File: src/rtl/vc_fifo_pkg.sv
// Constants shared by the VC demux, the per-VC FIFOs and the downstream arbiter.
// Also provides the width helper used to size pointers and occupancy counters.
package vc_fifo_pkg;

  localparam int BW_DEF    = 6;
  localparam int VC_BIT    = 5;
  localparam int DEPTH_DEF = 4;

  // Ceiling log2 that returns at least 1, so a pointer always has a bit.
  function automatic int clog2(input int value);
    int r;
    r = 0;
    while ((1 << r) < value) r++;
    if (r == 0) r = 1;
    return r;
  endfunction

endpackage

File: src/rtl/vc_fifo_if.sv
// Handshake bundle between one VC demux output, its FIFO and the arbiter.
// The err_clr line exists only when VC_FIFO_ERR_CLR_EN is defined.
interface vc_fifo_if
  import vc_fifo_pkg::*;
#(
  parameter int BW    = BW_DEF,
  parameter int DEPTH = DEPTH_DEF
) ();

  localparam int CW = clog2(DEPTH) + 1;

  logic          push;
  logic [BW-1:0] data_in;
  logic          pop;
  logic [BW-1:0] data_out;
  logic          valid_out;
  logic          full;
  logic          empty;
  logic          almost_full;
  logic          almost_empty;
  logic [CW-1:0] count;
  logic          error;
`ifdef VC_FIFO_ERR_CLR_EN
  logic          err_clr;
`endif

  modport master (
    output push, data_in, pop,
`ifdef VC_FIFO_ERR_CLR_EN
    output err_clr,
`endif
    input  data_out, valid_out, full, empty, almost_full, almost_empty, count, error
  );

  modport slave (
    input  push, data_in, pop,
`ifdef VC_FIFO_ERR_CLR_EN
    input  err_clr,
`endif
    output data_out, valid_out, full, empty, almost_full, almost_empty, count, error
  );

endinterface

File: src/rtl/vc_fifo_mem.sv
// DEPTH x BW register file: one synchronous write port, one synchronous read port.
// Only the read register is reset; storage keeps its contents across reset.
module vc_fifo_mem
  import vc_fifo_pkg::*;
#(
  parameter int BW    = BW_DEF,
  parameter int DEPTH = DEPTH_DEF,
  parameter int PW    = clog2(DEPTH)
) (
  input  logic          clk,
  input  logic          reset,
  input  logic          we,
  input  logic [PW-1:0] waddr,
  input  logic [BW-1:0] wdata,
  input  logic          re,
  input  logic [PW-1:0] raddr,
  output logic [BW-1:0] rdata
);

  logic [BW-1:0] mem [DEPTH];

  always_ff @(posedge clk) begin
    if (we) mem[waddr] <= wdata;
  end

  always_ff @(posedge clk) begin
    if (reset)   rdata <= '0;
    else if (re) rdata <= mem[raddr];
  end

endmodule

File: src/rtl/vc_fifo.sv
// Per-VC synchronous FIFO with occupancy flags and a sticky overflow/underflow error.
// Define VC_FIFO_ERR_CLR_EN to add an err_clr input that clears the error flag.
module vc_fifo
  import vc_fifo_pkg::*;
#(
  parameter int BW    = BW_DEF,
  parameter int DEPTH = DEPTH_DEF,
  parameter int AF_TH = 3,
  parameter int AE_TH = 1
) (
  input logic     clk,
  input logic     reset,
  vc_fifo_if.slave bus
);

  localparam int PW = clog2(DEPTH);
  localparam int CW = PW + 1;

  logic [PW-1:0] wr_ptr;
  logic [PW-1:0] rd_ptr;
  logic [CW-1:0] count_q;
  logic          valid_q;
  logic          error_q;
  logic          full_w;
  logic          empty_w;
  logic          push_acc;
  logic          pop_acc;
  logic          err_evt;
  logic          err_clr_req;

  assign full_w  = (count_q == CW'(DEPTH));
  assign empty_w = (count_q == '0);

  // A full FIFO still takes a write when a read frees a slot in the same cycle.
  always_comb begin
    pop_acc  = 1'b0;
    push_acc = 1'b0;
    err_evt  = 1'b0;
    if (!reset) begin
      pop_acc  = bus.pop && !empty_w;
      push_acc = bus.push && (!full_w || pop_acc);
      err_evt  = (bus.push && full_w && !pop_acc) || (bus.pop && empty_w);
    end
  end

`ifdef VC_FIFO_ERR_CLR_EN
  assign err_clr_req = bus.err_clr;
`else
  assign err_clr_req = 1'b0;
`endif

  always_ff @(posedge clk) begin
    if (reset) begin
      wr_ptr  <= '0;
      rd_ptr  <= '0;
      count_q <= '0;
      valid_q <= 1'b0;
      error_q <= 1'b0;
    end else begin
      if (push_acc) wr_ptr <= wr_ptr + PW'(1);
      if (pop_acc)  rd_ptr <= rd_ptr + PW'(1);
      case ({push_acc, pop_acc})
        2'b10:   count_q <= count_q + CW'(1);
        2'b01:   count_q <= count_q - CW'(1);
        default: count_q <= count_q;
      endcase
      valid_q <= pop_acc;
      // A fresh error in the same cycle wins over a clear request.
      if (err_evt)          error_q <= 1'b1;
      else if (err_clr_req) error_q <= 1'b0;
    end
  end

  vc_fifo_mem #(
    .BW    (BW),
    .DEPTH (DEPTH),
    .PW    (PW)
  ) u_mem (
    .clk   (clk),
    .reset (reset),
    .we    (push_acc),
    .waddr (wr_ptr),
    .wdata (bus.data_in),
    .re    (pop_acc),
    .raddr (rd_ptr),
    .rdata (bus.data_out)
  );

  assign bus.valid_out    = valid_q;
  assign bus.count        = count_q;
  assign bus.error        = error_q;
  assign bus.full         = full_w;
  assign bus.empty        = empty_w;
  assign bus.almost_full  = (count_q >= CW'(AF_TH));
  assign bus.almost_empty = (count_q <= CW'(AE_TH));

endmodule

File: src/flat_wrapper.sv
// flat-port wrapper written by rule: the top's interface ports become plain ports
module vc_fifo_flat import vc_fifo_pkg::*;
#(
  parameter int BW    = BW_DEF,
  parameter int DEPTH = DEPTH_DEF,
  parameter int AF_TH = 3,
  parameter int AE_TH = 1
)
  (clk, reset, bus_push, bus_data_in, bus_pop, bus_data_out, bus_valid_out, bus_full, bus_empty, bus_almost_full, bus_almost_empty, bus_count, bus_error);
  vc_fifo_if #(.BW(BW), .DEPTH(DEPTH)) bus_i ();
  input logic clk;
  input logic reset;
  input wire logic [$bits(bus_i.push)-1:0] bus_push;
  input wire logic [$bits(bus_i.data_in)-1:0] bus_data_in;
  input wire logic [$bits(bus_i.pop)-1:0] bus_pop;
  output wire logic [$bits(bus_i.data_out)-1:0] bus_data_out;
  output wire logic [$bits(bus_i.valid_out)-1:0] bus_valid_out;
  output wire logic [$bits(bus_i.full)-1:0] bus_full;
  output wire logic [$bits(bus_i.empty)-1:0] bus_empty;
  output wire logic [$bits(bus_i.almost_full)-1:0] bus_almost_full;
  output wire logic [$bits(bus_i.almost_empty)-1:0] bus_almost_empty;
  output wire logic [$bits(bus_i.count)-1:0] bus_count;
  output wire logic [$bits(bus_i.error)-1:0] bus_error;
  assign bus_i.push = bus_push;
  assign bus_i.data_in = bus_data_in;
  assign bus_i.pop = bus_pop;
  assign bus_data_out = bus_i.data_out;
  assign bus_valid_out = bus_i.valid_out;
  assign bus_full = bus_i.full;
  assign bus_empty = bus_i.empty;
  assign bus_almost_full = bus_i.almost_full;
  assign bus_almost_empty = bus_i.almost_empty;
  assign bus_count = bus_i.count;
  assign bus_error = bus_i.error;
  vc_fifo #(.BW(BW), .DEPTH(DEPTH), .AF_TH(AF_TH), .AE_TH(AE_TH)) u_core (.clk(clk), .reset(reset), .bus(bus_i));
endmodule
File: config.mk
export PLATFORM = sky130hd
export DESIGN_NAME = vc_fifo_flat
export DESIGN_NICKNAME = d
export VERILOG_FILES = /design/src/rtl/vc_fifo_pkg.sv /design/src/rtl/vc_fifo_if.sv /design/src/rtl/vc_fifo_mem.sv /design/src/rtl/vc_fifo.sv /design/src/flat_wrapper.sv
export SDC_FILE = /design/constraint.sdc
export NUM_CORES = 1
export LEC_CHECK = 0
export CORE_ASPECT_RATIO = 1.1
export CORE_UTILIZATION = 48
export CTS_CLUSTER_SIZE = 16
export DETAILED_ROUTE_END_ITERATION = 7
export GPL_TIMING_DRIVEN = 0
export PLACE_DENSITY_LB_ADDON = 0.05
export RECOVER_POWER = 25
export SETUP_SLACK_MARGIN = 0.02
export SYNTH_ARGS = -nofsm -noshare
export SYNTH_HDL_FRONTEND = slang
export SYNTH_SLANG_ARGS = --single-unit
File: constraint.sdc
create_clock -name clk -period 1.95 [get_ports clk]
set_clock_uncertainty 0.05 [all_clocks]
set_input_delay 0.39 -clock clk [delete_from_list [all_inputs] [get_ports clk]]
set_output_delay 0.39 -clock clk [all_outputs]
set_load 0.02 [all_outputs]
==> Yosys cells after proc, flatten, opt, wreduce, memory -nomap -nowiden <==
Memories as Yosys holds them, arrays and structs flattened. A register that Yosys moved wholly into a read port is not among the register bits.
Cells that the tools add are included.
{ "word_totals": {"ff_bits": 9, "ram_bits": 24, "wordCells": 33, "mem_count": 1} }
{ "op_classes": {"addsub": 4, "n_lt_le_gt_ge": 2, "n_eq_ne": 3, "mux": 6, "reduce_logical": 12} }
{ "mem_list": {"columns": ["memory", "depth", "word_bits", "read_ports", "rd_clocked_by_memory_dff", "write_ports", "line_no", "source"], "rows": [
  ["u_core.u_mem.mem", 4, 6, 1, 1, 1, "vc_fifo_mem.sv:20", "logic [BW-1:0] mem [DEPTH];"]
]} }
{ "ops": {"columns": ["op", "count"], "rows": [
  ["one-hot mux 3 bit (2 select lines)", 1],
  ["logical AND 1 bit", 5],
  ["2-to-1 mux 1 bit", 5],
  ["adder 2 x 1 -> 2 bit (second input constant)", 2],
  ["adder 3 x 1 -> 3 bit (second input constant)", 1],
  ["equality test 3 bit (second input constant)", 1],
  ["greater-or-equal comparator 3 x 2 -> 1 bit (second input constant)", 1],
  ["<= comparator 3 x 1 -> 1 bit (second input constant)", 1],
  ["zero test 1 bit", 3],
  ["zero test 3 bit", 1],
  ["subtractor 3 x 1 -> 3 bit (second input constant)", 1],
  ["equality test 2 x 1 -> 1 bit (second input constant)", 1],
  ["equality test 2 bit (second input constant)", 1],
  ["logical OR 1 bit", 2],
  ["nonzero test 2 bit", 1]
]} }

==> Depth between registers and ports, before layout <==
Gate-level depths: netlist of run 1.
{ "depth": {"ltp_word": 8, "mapped_depth": 11} }

==> By module <==
Synthesis of run 1 repeated with hierarchy kept, for this count alone.
{ "hier_totals": {"hier_cells": 125, "area_unflattened_um2": 1661.6} }
{ "by_module_without_submodules": {"columns": ["mod", "instances", "cells_per_inst", "area_per_inst_um2"], "rows": [
  ["vc_fifo_mem", 1, 63, 1128.6],
  ["vc_fifo", 1, 62, 533.0]
]} }

==> Worst setup path after synthesis of run 1 <==
Ideal clock, no wire load.
{ "synth_path": {"kind": "register to register", "startpoint": "register u_core.count_q[0], in the netlist u_core.bus.count[0]", "endpoint": "register u_core.count_q[2], in the netlist u_core.bus.count[2]", "setup_ns": 0.132, "arrival_ns": 1.986, "required_time_ns": 1.768, "slack_ns": -0.219, "stages_incl_launch_ff": 11, "synth_period_minus_slack_ns": 2.169, "path_cell_list": "dfxtp_1 -> inv_1 -> ha_1 -> nand2b_1 -> buf_2 -> inv_2 -> buf_2 -> nor3_1 -> ha_1 -> o21ai_0 -> a21oi_1"} }
{ "synth_rtl": {"columns": ["element", "line_no", "source"], "rows": [
  ["start, declared", "vc_fifo.sv:21", "logic [CW-1:0] count_q;"],
  ["start signal, assigned", "vc_fifo.sv:63", "2'b10: count_q <= count_q + CW'(1);"],
  ["start signal, assigned", "vc_fifo.sv:64", "2'b01: count_q <= count_q - CW'(1);"],
  ["start signal, assigned", "vc_fifo.sv:65", "default: count_q <= count_q;"],
  ["zero test 3 bit *", "vc_fifo.sv:32", "assign empty_w = (count_q == '0);"],
  ["named net bus_empty", "flat_wrapper.sv:19", "output wire logic [$bits(bus_i.empty)-1:0] bus_empty;"],
  ["zero test 1 bit *", "vc_fifo.sv:40", "pop_acc = bus.pop && !empty_w;"],
  ["logical AND 1 bit *", "vc_fifo.sv:40", null],
  ["2-to-1 mux 1 bit *", "vc_fifo.sv:39", "if (!reset) begin"],
  ["named net u_core.pop_acc", "vc_fifo.sv:27", "logic pop_acc;"],
  ["equality test 2 x 1 -> 1 bit or equality test 2 bit (tied branches)", "vc_fifo.sv:62", "case ({push_acc, pop_acc})"],
  ["one-hot mux 3 bit (2 select lines) or nonzero test 2 bit (tied branches)", null, null]
]} }
Mark *: on every way through the listed nets, which the timed path passes. The rest lies on a longest branch.
A chain may end at the register's enable or synchronous reset.

==> Worst setup path after layout of run 1 <==
{ "layout_path": {"startpoint": "register u_core.count_q[0], in the netlist u_core.bus.count[0]", "endpoint": "register u_core.count_q[2], in the netlist u_core.bus.count[2]"} }
{ "layout_between": {"elab_chain_cells": 8} }
{ "layout_rtl": {"columns": ["element", "line_no", "source"], "rows": [
  ["zero test 3 bit", "vc_fifo.sv:32", null],
  ["zero test 1 bit", "vc_fifo.sv:40", null],
  ["logical AND 1 bit", "vc_fifo.sv:40", null],
  ["logical OR 1 bit", "vc_fifo.sv:41", "push_acc = bus.push && (!full_w || pop_acc);"],
  ["logical AND 1 bit", "vc_fifo.sv:41", null],
  ["2-to-1 mux 1 bit", "vc_fifo.sv:39", null],
  ["equality test 2 x 1 -> 1 bit or equality test 2 bit (tied branches)", "vc_fifo.sv:62", null],
  ["one-hot mux 3 bit (2 select lines) or nonzero test 2 bit (tied branches)", null, null]
]} }
Several ways; a longest one is shown, not always the timed one.

==> results of run 1 <==
## path summary, 6_finish.rpt
path                            cells after the start                   to           startpoint
worst max-delay path                                9  u_core.bus.count[2]  u_core.bus.count[0]
worst min-delay path                                2     u_core.bus.error     u_core.bus.error
worst max register to register                      9  u_core.bus.count[2]  u_core.bus.count[0]
worst min register to register                      2     u_core.bus.error     u_core.bus.error
## tightest hold or removal path, cell delays in order (launching register included)
cell and delay (ns):
dfxtp_1 0.33, inv_1 0.05, a21oi_1 0.05
## per-stage QoR
stage	setup slack, ns	cells	area (um2)
finish	0.0545	216	2180
global placement	-0.279	206	2030
floorplan	0.0332	135	1740
global route	-0.0233	216	2180
detailed placement	-0.302	206	2030
CTS	-0.0668	213	2120
## report_power, final
| part | internal, mW | total [mW] | switching [mW] |
|---|---|---|---|
| clock network | 0.270 | 0.539 | 0.269 |
| logic | 0.221 | 0.473 | 0.252 |
| registers | 0.924 | 0.951 | 0.0269 |
| total | 1.42 | 1.96 | 0.548 |
## cell usage in the layout (no fill, tap or decap), drive strengths merged
cell type / synthesis / layout
inv: 11 / 11
xor2: 2 / 2
nor2: 5 / 5
dlygate4sd2: 0 / 1
nor2b: 2 / 2
nor3: 3 / 3
a21oi: 13 / 13
ha: 10 / 10
and3b: 3 / 3
and2: 5 / 5
mux4: 6 / 6
bufinv: 0 / 1
nand3b: 1 / 1
or4: 1 / 1
clkdlybuf4s50: 0 / 14
dfxtp: 15 / 15
nand2b: 1 / 1
nand3: 9 / 9
o21bai: 1 / 1
buf: 3 / 8
o31ai: 1 / 1
a211oi: 1 / 1
clkbuf: 6 / 11
dlygate4sd3: 0 / 5
o21ai: 12 / 12
clkinv: 0 / 2
edfxtp: 24 / 24
## layout make-up
cell class / count / area, um2
plain buffers: 8 / 48.8
inverters: 11 / 53.8
fillers: 297 / 1200
flip-flops and latches: 39 / 1030
clock inverters: 3 / 43.8
repair buffers: 26 / 239
clock buffers: 5 / 37.5
multi-input cells: 76 / 671
well taps: 48 / 60.1
## layer usage
layer  GRT usage (%)  wire (um)  up-vias
met5               0          0        -
met4            6.25         17        0
met3            5.39        114        2
met2            30.3       1580       28
met1            21.7       1300      521
li1                -          -      552
## flip-flops by register name, indices dropped and copies added, names as in the netlist
name                  count
u_core.bus.valid_out      1
u_core.bus.count          3
u_core.rd_ptr             2
u_core.u_mem.mem         24
u_core.u_mem.rdata        6
u_core.bus.error          1
u_core.wr_ptr             2
## cells by family after synthesis
family	synth area share [%]
AOI/OAI and AO/OA	8.58
muxes	8.95
and+or+nand+nor	9.89
DFF	59.3
adders and majority gates	7.27
xor gates and xnor gates	1.02
buffers and inverters	4.95
## what timing repair did
item | 4_1_cts | 5_1_grt
endpoints found under the setup margin | 31 | 7
setup buffers | 0 | 3
resized for setup | 16 | 20
pin swaps | 2 | 4
==> qor.txt, run 1 <==
Outcome - completed
Die ar. - 3830 um2
CTS tree - built
Post-synth top area cell - edfxtp_1
Post-synth ARST share - 0%
CTS max path bufs - 2
CORE AREA - 3390 um2
Slew Viols, Final - 0
Final hold vios - 0
GRT Total Usage - 18.0%
Final min period - 1.90 ns
RSZ-0062 raised after global routing - true
Register area share after synthesis - 59.3%
Most used DFF post-synth - edfxtp_1
Endpoints failing setup - 0
YS warnings - 0
Post-Syn Instances - 135
CP Max Fanout - 5
Io pins - 25
Tot Pwr - 1.96 mW
Area growth, synth to finish - 26.8%
Largest net degree at the start of global routing - 14
VDD IR-drop max - 0.652 mV
Synth area leaders - edfxtp_1 (42%), dfxtp_1 (17%), mux4_1 (7.6%), ha_1 (7.3%), a21oi_1 (3.8%)
Initial antenna violation count - 0
Chip width - 59.1 um
CP Class - reg -> reg
Global-route wire length before repair - 4920 um
CP Data Required Time - 2.12 ns
Fmax - 528 MHz
Antenna-violating nets left - 0
Clk slew on worst S/H paths - 0.12 ns
CTS Buf Count - 5
Worst setup SP type - flop
Yosys top cell area share - 41.9%
Count leader, synth - edfxtp_1
WP buf/inv - 2
WL final - 3010 um
Fin nets - 187
Port Buffers - 23
Delay-heaviest family, CP - simple AND/OR/NAND/NOR gates
GPL Wtd Cong - 0.704
Reg-to-reg setup timing slack - 0.05 ns
Cts hold-fix bufs - 0
Starting Density - 50.8%
PD cells - 900 nW/um2
H-tree levels - 2
Vias post-DR - 1103
Row Count - 22
Crit share post-route - 97.2%
Total gr overflow - 0
Synth unique cells - 25
Die height - 64.8 um
Yosys reg bits - 39
Starting DRT DRC Count - 31
Type of the tightest min-delay check - reg -> reg
Root Buffer - clkbuf_4
Post-Route Setup TNS - 0 ns
Vias in the first global route - 1073
Slowest cell delay on critical path - 0.40 ns
First-pass DRT Iterations - 4
CP endpoint kind - flop
DR vias/cell - 5.11
Synthesized cell area - 1720 um2
Syn Nets - 155
DR WL/cell - 13.9 um
Fin util - 64.4%
Headroom to the max-slew limit - 67.0%
Avg Inst Size Synth - 12.7 um2
Share of layout cells above drive strength 1 - 20.2%
Final HPWL DP - 2080 um
Worst Tran Pin Value - 0.496 ns
Cell Chain, Critical Path - inv_4 > ha_4 > and3b_2 > nor3_4 > inv_2 > ha_4 > and3b_1 > o21bai_1 > a21oi_1
Clock tree sinks - 39
Most used cell, CP - ha_4
Clock latency on the worst-skew pair - 0.34 ns
ANT cells - 0
Max Cap Viol - 0
CP max stage cell - dfxtp_4
EDFF count, synth - 24
DRC viols - 0
Static Leak - 0.792 nW
Synth cell count leaders - edfxtp_1 (24), dfxtp_1 (15), a21oi_1 (13)
CP arrival - 2.07 ns
Hold Slack - 0.410 ns
(Power assumes the default switching activity.)
==> inputs of run 2 (changes only) <==
Settings changed: HOLD_SLACK_MARGIN set to 0.03.
==> results of run 2 <==
Same layout as run 1: the final DEF is identical, and so are final timing and power.
